## src/rtl/fetch_ctrl_if.sv

```systemverilog
// -----------------------------------------------------------------------------
// fetch_ctrl_if
//   Groups the fetch controller's bus signals.
//
//   Redirect:   redirect_i, redirect_addr_i
//   I-memory:   instr_req_o, instr_addr_o, instr_gnt_i, instr_rvalid_i, instr_rdata_i
//   Decoder:    instr_valid_o, instr_o, instr_pc_o, instr_ready_i
//
//   The _i/_o suffixes are seen from the fetch controller.
//   - master: the fetch controller.
//   - slave:  the environment (memory, decoder, branch unit).
//
//   Handshakes:
//   - Memory: a request is accepted in a cycle where instr_req_o and
//     instr_gnt_i are both high. instr_rvalid_i returns data for the oldest
//     accepted request, one or more cycles later.
//   - Decoder: the head entry is consumed in a cycle where instr_valid_o and
//     instr_ready_i are both high. Otherwise the head is held unchanged.
// -----------------------------------------------------------------------------
interface fetch_ctrl_if #(
    parameter int ADDR_WIDTH = 32
);
    logic                  redirect_i;
    logic [ADDR_WIDTH-1:0] redirect_addr_i;

    logic                  instr_req_o;
    logic [ADDR_WIDTH-1:0] instr_addr_o;
    logic                  instr_gnt_i;
    logic                  instr_rvalid_i;
    logic [31:0]           instr_rdata_i;

    logic                  instr_valid_o;
    logic [31:0]           instr_o;
    logic [ADDR_WIDTH-1:0] instr_pc_o;
    logic                  instr_ready_i;

    modport master (
        input  redirect_i, redirect_addr_i,
        input  instr_gnt_i, instr_rvalid_i, instr_rdata_i, instr_ready_i,
        output instr_req_o, instr_addr_o, instr_valid_o, instr_o, instr_pc_o
    );

    modport slave (
        output redirect_i, redirect_addr_i,
        output instr_gnt_i, instr_rvalid_i, instr_rdata_i, instr_ready_i,
        input  instr_req_o, instr_addr_o, instr_valid_o, instr_o, instr_pc_o
    );
endinterface

```

## src/rtl/fetch_ctrl.sv

```systemverilog
// -----------------------------------------------------------------------------
// fetch_ctrl
//   Instruction fetch controller. It keeps one request outstanding and buffers
//   returned words in a 2-entry FIFO of {pc, instr}. Redirects restart fetch
//   at a new word-aligned address and flush the FIFO.
//
//   Ports
//   - clk          : clock, rising edge
//   - rst_n        : synchronous, active-low reset
//   - bus          : fetch_ctrl_if.master (memory, decoder and redirect signals)
//   - state_dbg_o  : current FSM state
//                    (0 = IDLE, 1 = REQ, 2 = WAIT, 3 = FLUSH)
// -----------------------------------------------------------------------------
module fetch_ctrl #(
    parameter int                    ADDR_WIDTH = 32,
    parameter logic [ADDR_WIDTH-1:0] BOOT_ADDR  = 32'h0
) (
    input  logic              clk,
    input  logic              rst_n,
    fetch_ctrl_if.master      bus,
    output logic [1:0]        state_dbg_o
);

    typedef enum logic [1:0] {
        IDLE  = 2'd0,
        REQ   = 2'd1,
        WAIT  = 2'd2,
        FLUSH = 2'd3
    } state_e;

    localparam logic [ADDR_WIDTH-1:0] WORD_STEP = ADDR_WIDTH'(4);

    state_e                state_q, state_d;
    logic [ADDR_WIDTH-1:0] faddr_q, faddr_d;
    logic [1:0]            count_q, count_d;
    logic                  rd_ptr_q, rd_ptr_d;
    logic                  wr_ptr_q, wr_ptr_d;
    logic [ADDR_WIDTH-1:0] pc_mem_q  [2];
    logic [ADDR_WIDTH-1:0] pc_mem_d  [2];
    logic [31:0]           ins_mem_q [2];
    logic [31:0]           ins_mem_d [2];

    logic                  req;
    logic                  push;
    logic                  pop;
    logic [ADDR_WIDTH-1:0] redir_addr;
    logic                  unused_redir_lsb;

    // Redirect targets are forced onto a word boundary.
    assign redir_addr       = {bus.redirect_addr_i[ADDR_WIDTH-1:2], 2'b00};
    assign unused_redir_lsb = ^bus.redirect_addr_i[1:0];

    // A request is only raised while the FIFO has room. Its response can then
    // always be pushed, even if the decoder never pops.
    assign req = (state_q == REQ) && (count_q != 2'd2);
    assign pop = (count_q != 2'd0) && bus.instr_ready_i;

    always_comb begin
        state_d = state_q;
        faddr_d = faddr_q;
        push    = 1'b0;

        case (state_q)
            IDLE: state_d = REQ;

            REQ: begin
                if (req && bus.instr_gnt_i) begin
                    if (bus.redirect_i) begin
                        // The granted word is now stale. Its response must be dropped.
                        state_d = FLUSH;
                        faddr_d = redir_addr;
                    end else begin
                        state_d = WAIT;
                        faddr_d = faddr_q + WORD_STEP;
                    end
                end else if (bus.redirect_i) begin
                    faddr_d = redir_addr;
                end
            end

            WAIT: begin
                if (bus.instr_rvalid_i) begin
                    state_d = REQ;
                    if (bus.redirect_i) begin
                        faddr_d = redir_addr;
                    end else begin
                        push = 1'b1;
                    end
                end else if (bus.redirect_i) begin
                    faddr_d = redir_addr;
                    state_d = FLUSH;
                end
            end

            FLUSH: begin
                if (bus.redirect_i) begin
                    faddr_d = redir_addr;
                end
                // Nothing is outstanding once the dropped response arrives.
                // This holds even if a new redirect comes in the same cycle.
                if (bus.instr_rvalid_i) begin
                    state_d = REQ;
                end
            end

            default: state_d = IDLE;
        endcase
    end

    // FIFO update. A redirect empties the FIFO, which overrides any pop in
    // the same cycle. A push never coincides with a redirect.
    always_comb begin
        count_d   = count_q;
        rd_ptr_d  = rd_ptr_q;
        wr_ptr_d  = wr_ptr_q;
        pc_mem_d  = pc_mem_q;
        ins_mem_d = ins_mem_q;

        if (bus.redirect_i) begin
            count_d  = 2'd0;
            rd_ptr_d = 1'b0;
            wr_ptr_d = 1'b0;
        end else begin
            if (push) begin
                // faddr has already advanced past the word being returned.
                pc_mem_d[wr_ptr_q]  = faddr_q - WORD_STEP;
                ins_mem_d[wr_ptr_q] = bus.instr_rdata_i;
                wr_ptr_d            = ~wr_ptr_q;
            end
            if (pop) begin
                rd_ptr_d = ~rd_ptr_q;
            end
            count_d = count_q + {1'b0, push} - {1'b0, pop};
        end
    end

    always_ff @(posedge clk) begin
        if (!rst_n) begin
            state_q  <= IDLE;
            faddr_q  <= BOOT_ADDR;
            count_q  <= 2'd0;
            rd_ptr_q <= 1'b0;
            wr_ptr_q <= 1'b0;
            for (int i = 0; i < 2; i++) begin
                pc_mem_q[i]  <= '0;
                ins_mem_q[i] <= '0;
            end
        end else begin
            state_q   <= state_d;
            faddr_q   <= faddr_d;
            count_q   <= count_d;
            rd_ptr_q  <= rd_ptr_d;
            wr_ptr_q  <= wr_ptr_d;
            pc_mem_q  <= pc_mem_d;
            ins_mem_q <= ins_mem_d;
        end
    end

    assign bus.instr_req_o   = req;
    assign bus.instr_addr_o  = faddr_q;
    assign bus.instr_valid_o = (count_q != 2'd0);
    assign bus.instr_o       = ins_mem_q[rd_ptr_q];
    assign bus.instr_pc_o    = pc_mem_q[rd_ptr_q];
    assign state_dbg_o       = state_q;

endmodule

```

## src/flat_wrapper.sv

```systemverilog
// flat-port wrapper written by rule: the top's interface ports become plain ports
module fetch_ctrl_flat 
#(
    parameter int                    ADDR_WIDTH = 32,
    parameter logic [ADDR_WIDTH-1:0] BOOT_ADDR  = 32'h0
)
  (clk, rst_n, state_dbg_o, bus_redirect_i, bus_redirect_addr_i, bus_instr_gnt_i, bus_instr_rvalid_i, bus_instr_rdata_i, bus_instr_ready_i, bus_instr_req_o, bus_instr_addr_o, bus_instr_valid_o, bus_instr_o, bus_instr_pc_o);
  fetch_ctrl_if #(.ADDR_WIDTH(ADDR_WIDTH)) bus_i ();
  input  logic clk;
  input  logic rst_n;
  output logic [1:0] state_dbg_o;
  input wire logic [$bits(bus_i.redirect_i)-1:0] bus_redirect_i;
  input wire logic [$bits(bus_i.redirect_addr_i)-1:0] bus_redirect_addr_i;
  input wire logic [$bits(bus_i.instr_gnt_i)-1:0] bus_instr_gnt_i;
  input wire logic [$bits(bus_i.instr_rvalid_i)-1:0] bus_instr_rvalid_i;
  input wire logic [$bits(bus_i.instr_rdata_i)-1:0] bus_instr_rdata_i;
  input wire logic [$bits(bus_i.instr_ready_i)-1:0] bus_instr_ready_i;
  output wire logic [$bits(bus_i.instr_req_o)-1:0] bus_instr_req_o;
  output wire logic [$bits(bus_i.instr_addr_o)-1:0] bus_instr_addr_o;
  output wire logic [$bits(bus_i.instr_valid_o)-1:0] bus_instr_valid_o;
  output wire logic [$bits(bus_i.instr_o)-1:0] bus_instr_o;
  output wire logic [$bits(bus_i.instr_pc_o)-1:0] bus_instr_pc_o;
  assign bus_i.redirect_i = bus_redirect_i;
  assign bus_i.redirect_addr_i = bus_redirect_addr_i;
  assign bus_i.instr_gnt_i = bus_instr_gnt_i;
  assign bus_i.instr_rvalid_i = bus_instr_rvalid_i;
  assign bus_i.instr_rdata_i = bus_instr_rdata_i;
  assign bus_i.instr_ready_i = bus_instr_ready_i;
  assign bus_instr_req_o = bus_i.instr_req_o;
  assign bus_instr_addr_o = bus_i.instr_addr_o;
  assign bus_instr_valid_o = bus_i.instr_valid_o;
  assign bus_instr_o = bus_i.instr_o;
  assign bus_instr_pc_o = bus_i.instr_pc_o;
  fetch_ctrl #(.ADDR_WIDTH(ADDR_WIDTH), .BOOT_ADDR(BOOT_ADDR)) u_core (.clk(clk), .rst_n(rst_n), .bus(bus_i), .state_dbg_o(state_dbg_o));
endmodule
```

## config.mk

```make
export PLATFORM = sky130hd
export DESIGN_NAME = fetch_ctrl_flat
export DESIGN_NICKNAME = d
export VERILOG_FILES = /design/src/rtl/fetch_ctrl_if.sv /design/src/rtl/fetch_ctrl.sv /design/src/flat_wrapper.sv
export SDC_FILE = /design/constraint.sdc
export NUM_CORES = 1
export LEC_CHECK = 0
export CORE_UTILIZATION = 52
export DETAILED_ROUTE_END_ITERATION = 12
export PLACE_DENSITY = 0.81
export SETUP_SLACK_MARGIN = 0.15
export SYNTH_ARGS = -nofsm -noshare
export SYNTH_HDL_FRONTEND = slang
export SYNTH_SLANG_ARGS = --single-unit
```

## constraint.sdc

```tcl
create_clock -name clk -period 2.51 [get_ports clk]
set_input_delay 0.3765 -clock clk [delete_from_list [all_inputs] [get_ports clk]]
set_output_delay 0.3765 -clock clk [all_outputs]
set_load 0.005 [all_outputs]
```

==> reports/results.tsv, run 1 <==
stage	metric	value	unit
timing	Relative slew margins	61.1	%
floorplanning	Die W	127	µm
critical_path	Crit. End Element	flip-flop	
yosys	Unique masters post-synth	67	
floorplanning	io pins	170	
critical_path	Critical-path top delay cell	dfxtp_1	
critical_path	critical path class	flip-flop to flip-flop	
yosys	simple logic cell fraction of the synthesized area	21.8	%
floorplanning	Die ar.	16100	µm²
yosys	Ys Warns	0	
yosys	Compound-Gate Fraction of Synth Area	18.6	%
grt	first-pass GRT wire length	37.3	mm
timing	period utilization	93.0	%
status	outcome	finished clean	
yosys	post-synthesis sequential area ratio	40.9	%
timing	Clock Skews	0.00693	ns
yosys	ys flop type	dfxtp_1	
yosys	fraction of synthesized cell area in xor and xnor cells	2.80	%
yosys	count leader, synth	nand2_1	
timing	Setup-failing EPs final	0	
placement	DP Area	10000	µm²
yosys	Commonest cells post-synth	nand2_1 (167), dfxtp_1 (166), a21oi_1 (127)	
yosys	largest cells by area after synthesis	dfxtp_1 (41%), mux2_2 (9.6%), a21oi_1 (7.8%)	
power_and_ir_drop	PD cells	793	nW/µm²
critical_path	WP data required	2.86	ns
timing	final worst setup slack	0.175	ns
critical_path	Crit path arrival time	2.68	ns
timing	unrepaired setup endpoints after global routing	no	
placement	Placer Congestion	0.932	
floorplanning	Row Count	45	
cells_and_area	layout cells sized above 1	14.2	%
routing	remaining antenna violation count after routing	0	
cells_and_area	antenna fix cells	0	
power_and_ir_drop	worst vdd ir	0.574	mV
yosys	Post-Syn Instances	994	
clocking	CTS tree	done	
grt	vias in the first global route	7530	
yosys	syn nets	1072	
grt	Total GRT Usage	29.0	%
floorplanning	die height	127	µm
placement	dpl hpwl	15.4	mm
critical_path	launch point of the worst path	u_core.bus.instr_addr_o[20]$_SDFFE_PN0P_	
grt	total congestion overflow	0	
critical_path	Critical R2R Launch	u_core.bus.instr_addr_o[20]$_SDFFE_PN0P_	
clocking	root buf cell	clkbuf_16	
power_and_ir_drop	static leakage	3.82	nW
timing	Hold Slack	0.330	ns
timing	worst slew pin tran	0.583	ns
timing	setup TNS	0	ns
routing	1st-iter DRT viols	924	
cells_and_area	Nets	1212	
yosys	Post-synth EDFFs	0	
timing	Max Freq	428	MHz
critical_path	Crit path largest cell delay	0.58	ns
grt	pin count of the biggest net entering global routing	98	
clocking	TritonCTS Buffers	17	
job	max_cap viols	0	
critical_path	Startpoint Class	flip-flop	
clocking	clock sink total	166	
yosys	top-area cell type share of the netlist area	40.9	%
clocking	H-tree Lvls	4	
routing	DR DRC count	0	
yosys	Synth area leader	dfxtp_1	
cells_and_area	post-route cell area	10700	µm²
critical_path	Max FO, Critical Path	12	
routing	routed vias/inst	5.95	
min_path	Hold Path Class	input port to flip-flop	
min_path	hold path startpoint	rst_n	
yosys	Syn Area/Cell	8.17	µm²
cells_and_area	Layout area overhead	31.8	%
routing	final wirelength	23.4	mm
yosys	mux share of post-synthesis cell area	9.93	%
routing	first drt pass iteration count	5	
yosys	Cell Area, Synth	8130	µm²
grt	initial antenna violation count	0	
floorplanning	core region area	15200	µm²
clocking	CTS Hold Bufs	0	
yosys	synthesized-area fraction occupied by adder cells	1.23	%
placement	Buffers on Ports	167	
placement	worst slack at placement	0.190	ns
yosys	largest family of logic cells by synthesized area	simple AND/OR/NAND/NOR gates	
routing	DR WL/cell	17.6	µm
critical_path	critical-path cell list	and4_1, nand4_1, nor4_2, mux2_2, o21ai_1	
clocking	Worst-Skew Late Latency	0.42	ns
clocking	clock-pin transition on the worst setup and hold timing paths	0.06	ns
timing	Slew Viols, Final	0	
yosys	Async S/R FF share, synth	0	%
routing	Vias	7928	
timing	final hold vios	0	
yosys	Yosys reg bits	166	
timing	crit path time final	2.34	ns
clocking	Clock Tree Buf Depth	2	
floorplanning	initial core utilization	53.4	%
cell families after synthesis:
group / count (synthesis)
AND/OR/NAND/NOR: 360
AO/OA/AOI/OAI: 261
flip-flops: 166
buffers and inverters: 101
multiplexers: 72
XOR/XNOR: 26
adder cells (fa/ha/maj): 8
state kept, by name (all words and copies together) (netlist names):
register / flops
u_core.state_dbg_o: 2
u_core.count_q: 2
u_core.bus.instr_addr_o: 32
u_core.ins_mem_q: 64
u_core.pc_mem_q: 64
u_core.rd_ptr_q: 1
u_core.wr_ptr_q: 1
metrics by stage:
| step | total power [W] | util [%] | cells |
|---|---|---|---|
| after global placement | 0.00579 | 66.0 | 1299 |
| after floorplan | 0.00472 | - | 994 |
| final | 0.00849 | 70.5 | 1333 |
| after global routing | 0.00887 | 70.5 | 1333 |
| after detailed placement | 0.00584 | 66.0 | 1299 |
| after CTS | 0.00843 | 69.9 | 1329 |
report_power, final:
group	switching, W	leakage (nW)	internal (W)	total, W
Clock	0.00103	0.279	0.00158	0.00260
Sequential	0.000366	1.34	0.00282	0.00318
Combinational	0.00149	2.20	0.00122	0.00271
Total	0.00288	3.82	0.00561	0.00849
critical path, delay by kind of cell, from the launching register on:
family	cells	cell delay [ns]
compound gates	1	0.08
flops	1	0.58
mux	1	0.38
simple gates	3	1.22
per-layer routing:
layer	vias up	GRT usage, %	part of all wire, %
li1	3798	-	-
met1	3675	35.3	41
met2	394	49.2	48
met3	61	6.87	8.6
met4	0	12.0	2.9
met5	-	0	0
cell type report:
class	count	area [µm²]
well taps	188	235
inverters	16	60.1
repair buffers	206	2050
clock buffers	21	450
clock inverters	9	129
fillers	1225	4490
multi-input cells	727	4460
flip-flops and latches	166	3330
cells in the final DEF (no fill, tap or decap), types with 4 or more instances in the layout:
| cell type | instances |
|---|---|
| a211oi_1 | 19 |
| a21oi_1 | 127 |
| a22oi_1 | 5 |
| a31oi_1 | 9 |
| and2_1 | 4 |
| and3_1 | 8 |
| buf_12 | 5 |
| buf_4 | 30 |
| clkbuf_16 | 18 |
| clkdlybuf4s50_1 | 166 |
| dfxtp_1 | 164 |
| ha_1 | 8 |
| inv_1 | 14 |
| mux2_2 | 69 |
| nand2_1 | 167 |
| nand2b_1 | 4 |
| nand3_1 | 15 |
| nand4_1 | 16 |
| nor2_1 | 56 |
| nor2b_1 | 5 |
| nor3_1 | 21 |
| nor4_1 | 13 |
| nor4_2 | 4 |
| o21ai_0 | 60 |
| o221a_2 | 4 |
| o22ai_1 | 5 |
| or3_1 | 10 |
| or4_1 | 14 |
| xnor2_1 | 16 |
| xor2_1 | 9 |
worst paths after layout:
kind                                              endpoint  slack [ns]  cells after the start
hold reg to reg          u_core.ins_mem_q[24]$_SDFFE_PN0P_        0.45                      2
hold / removal     u_core.bus.instr_addr_o[6]$_SDFFE_PN0P_        0.33                      2
setup / recovery  u_core.bus.instr_addr_o[28]$_SDFFE_PN0P_        0.17                      5
setup reg to reg  u_core.bus.instr_addr_o[28]$_SDFFE_PN0P_        0.17                      5
repair_timing:
item                                    CTS  global route
pin swaps                                 0             1
resized for setup                         2             8
cloned                                    0             1
buffers inserted                          0             3
endpoints found under the setup margin   57            88
No activity file was read; power rests on OpenSTA's default activity.
==> run 2: changes to the inputs <==
--- a/config.mk
+++ b/config.mk
@@ -9,6 +9,8 @@
 export DETAILED_ROUTE_END_ITERATION = 12
 export PLACE_DENSITY = 0.81
 export SETUP_SLACK_MARGIN = 0.15
+export SLEW_MARGIN = 20
 export SYNTH_ARGS = -nofsm -noshare
 export SYNTH_HDL_FRONTEND = slang
 export SYNTH_SLANG_ARGS = --single-unit
+export TNS_END_PERCENT = 30
==> reports/results.tsv, run 2 (synthesis results as in run 1) <==
stage	metric	value	unit	change
status	outcome	finished clean		
routing	DR WL/cell	17.4	µm	-0.71%
timing	Clock Skews	0.00657	ns	-0.000356 ns
power_and_ir_drop	combinational share of power	31.8	%	about the same
cells_and_area	commonest non-fill, non-tap cells in the layout	nand2_1 (167), clkdlybuf4s50_1 (166), dfxtp_1 (164)		
routing	met1 wire length	9.41	mm	-1.2%
cells_and_area	antenna fix cells	0		unchanged
critical_path	WP data required	2.80	ns	-0.06 ns
power_and_ir_drop	clock network power share	30.7	%	about the same
critical_path	Max FO, Critical Path	11		-1
floorplanning	Die W	127	µm	unchanged
clocking	H-tree Lvls	4		unchanged
timing	Hold Slack	0.329	ns	-0.000741 ns
cells_and_area	Layout area overhead	31.7	%	about the same
placement	dpl hpwl	15.4	mm	unchanged
floorplanning	core region area	15200	µm²	unchanged
routing	uppermost layer routed	met4		
timing	Max Freq	428	MHz	about the same
power_and_ir_drop	Power Internal	0.00561	W	about the same
floorplanning	die height	127	µm	unchanged
floorplanning	io pins	170		unchanged
clocking	Clock Tree Buf Depth	2		unchanged
timing	period utilization	93.0	%	about the same
routing	Vias	7981		+0.67%
routing	first drt pass iteration count	7		+2
timing	unrepaired setup endpoints after global routing	yes		
power_and_ir_drop	worst vdd ir	0.574	mV	about the same
placement	Placer Congestion	0.932		unchanged
critical_path	critical-path cell list	nand3_1, or4_1, or4_4, o22ai_1, a211oi_1		
routing	metal3 WL	2.04	mm	+0.69%
grt	pin count of the biggest net entering global routing	98		unchanged
critical_path	Crit path largest cell delay	0.67	ns	+0.09 ns
grt	Total GRT Usage	29.0	%	unchanged
routing	routed vias/inst	5.99		+0.67%
grt	first-pass GRT wire length	37.3	mm	unchanged
clocking	root buf cell	clkbuf_16		
clocking	CTS tree	done		
cells_and_area	Nets	1212		unchanged
grt	total congestion overflow	0		unchanged
cells_and_area	most common cell after layout, fill and taps aside	nand2_1		
timing	setup TNS	0	ns	unchanged
job	max_cap viols	0		unchanged
power_and_ir_drop	Pwr Total	0.00849	W	about the same
clocking	TritonCTS Buffers	17		unchanged
grt	initial antenna violation count	0		unchanged
cells_and_area	layout cells sized above 1	14.1	%	-0.087 points
timing	Setup-failing EPs final	0		unchanged
power_and_ir_drop	switch share	33.9	%	-0.035 points
floorplanning	Row Count	45		unchanged
routing	final wirelength	23.3	mm	-0.71%
critical_path	launch point of the worst path	u_core.bus.instr_addr_o[9]$_SDFFE_PN0P_		
power_and_ir_drop	static leakage	3.82	nW	about the same
timing	Relative slew margins	61.4	%	+0.32 points
routing	DR DRC count	0		unchanged
clocking	Worst-Skew Late Latency	0.42	ns	about the same
grt	vias in the first global route	7530		unchanged
timing	crit path time final	2.33	ns	-0.000653 ns
min_path	Hold Path Class	input port to flip-flop		
critical_path	Critical-path top delay cell	or4_1		
critical_path	Startpoint Class	flip-flop		
critical_path	WP buf/inv	0		unchanged
critical_path	critical path class	flip-flop to flip-flop		
routing	1st-iter DRT viols	861		-6.8%
floorplanning	Die ar.	16100	µm²	unchanged
placement	Buffers on Ports	167		unchanged
clocking	clock-pin transition on the worst setup and hold timing paths	0.06	ns	about the same
power_and_ir_drop	Flop pwr share	37.5	%	about the same
min_path	hold path startpoint	rst_n		
critical_path	Crit. End Element	flip-flop		
critical_path	Top delay family on crit path	simple AND/OR/NAND/NOR gates		
timing	final hold vios	0		unchanged
critical_path	Critical R2R Launch	u_core.bus.instr_addr_o[9]$_SDFFE_PN0P_		
clocking	clock sink total	166		unchanged
routing	remaining antenna violation count after routing	0		unchanged
power_and_ir_drop	PD cells	793	nW/µm²	about the same
power_and_ir_drop	switching power total	0.00288	W	-0.16%
critical_path	Crit path arrival time	2.62	ns	-0.06 ns
timing	Slew Viols, Final	0		unchanged
routing	DR WL met2	11.1	mm	-0.71%
timing	worst slew pin tran	0.578	ns	-0.00485 ns
floorplanning	initial core utilization	53.4	%	unchanged
cells_and_area	final core utilization	70.4	%	about the same
==> run 2: timing repair <==
| item | in CTS | in global routing |
|---|---|---|
| gates cloned | 0 | 1 |
| endpoints found under the setup margin | 57 | 88 |
| setup buffers | 0 | 3 |
| hold endpoints to repair | 0 | 0 |
| pin swaps | 0 | 1 |
| resized for setup | 2 | 7 |
| hold buffers | 0 | 0 |
==> run 2: power by group through the flow <==
stage	combinational (W)	clock, W	sequential [W]
finish	0.00270	0.00261	0.00318
global route	0.00291	0.00275	0.00320
CTS	0.00264	0.00263	0.00316
detailed placement	0.00262	0	0.00322
global placement	0.00258	0	0.00321
floorplan	0.00168	0	0.00303
==> run 2: worst paths after layout <==
| path | end | slack, ns | cells after the start |
|---|---|---|---|
| max | u_core.bus.instr_addr_o[26]$_SDFFE_PN0P_ | 0.18 | 5 |
| min | u_core.bus.instr_addr_o[6]$_SDFFE_PN0P_ | 0.33 | 2 |
| max reg2reg | u_core.bus.instr_addr_o[26]$_SDFFE_PN0P_ | 0.18 | 5 |
| min reg2reg | u_core.pc_mem_q[1]$_SDFFE_PN0P_ | 0.45 | 2 |
==> run 2: layout make-up <==
class                   count  area [µm²]
fillers                  1226        4500
multi-input cells         727        4450
well taps                 188         235
repair buffers            206        2050
clock buffers              21         450
flip-flops and latches    166        3330
inverters                  16        60.1
clock inverters             9         129
==> run 2: per-stage QoR <==
| step | instances | setup WS, ns | area [µm²] |
|---|---|---|---|
| global route | 1333 | 0.124 | 10700 |
| detailed placement | 1299 | 0.190 | 10000 |
| global placement | 1299 | 0.239 | 10000 |
| finish | 1333 | 0.176 | 10700 |
| floorplan | 994 | 0.386 | 8130 |
| CTS | 1329 | 0.130 | 10600 |
==> run 2: per-layer routing <==
metal	track usage (%)	vias to the layer above
li1	-	3806
met1	35.3	3697
met2	49.2	409
met3	6.87	69
met4	12.0	0
met5	0	-
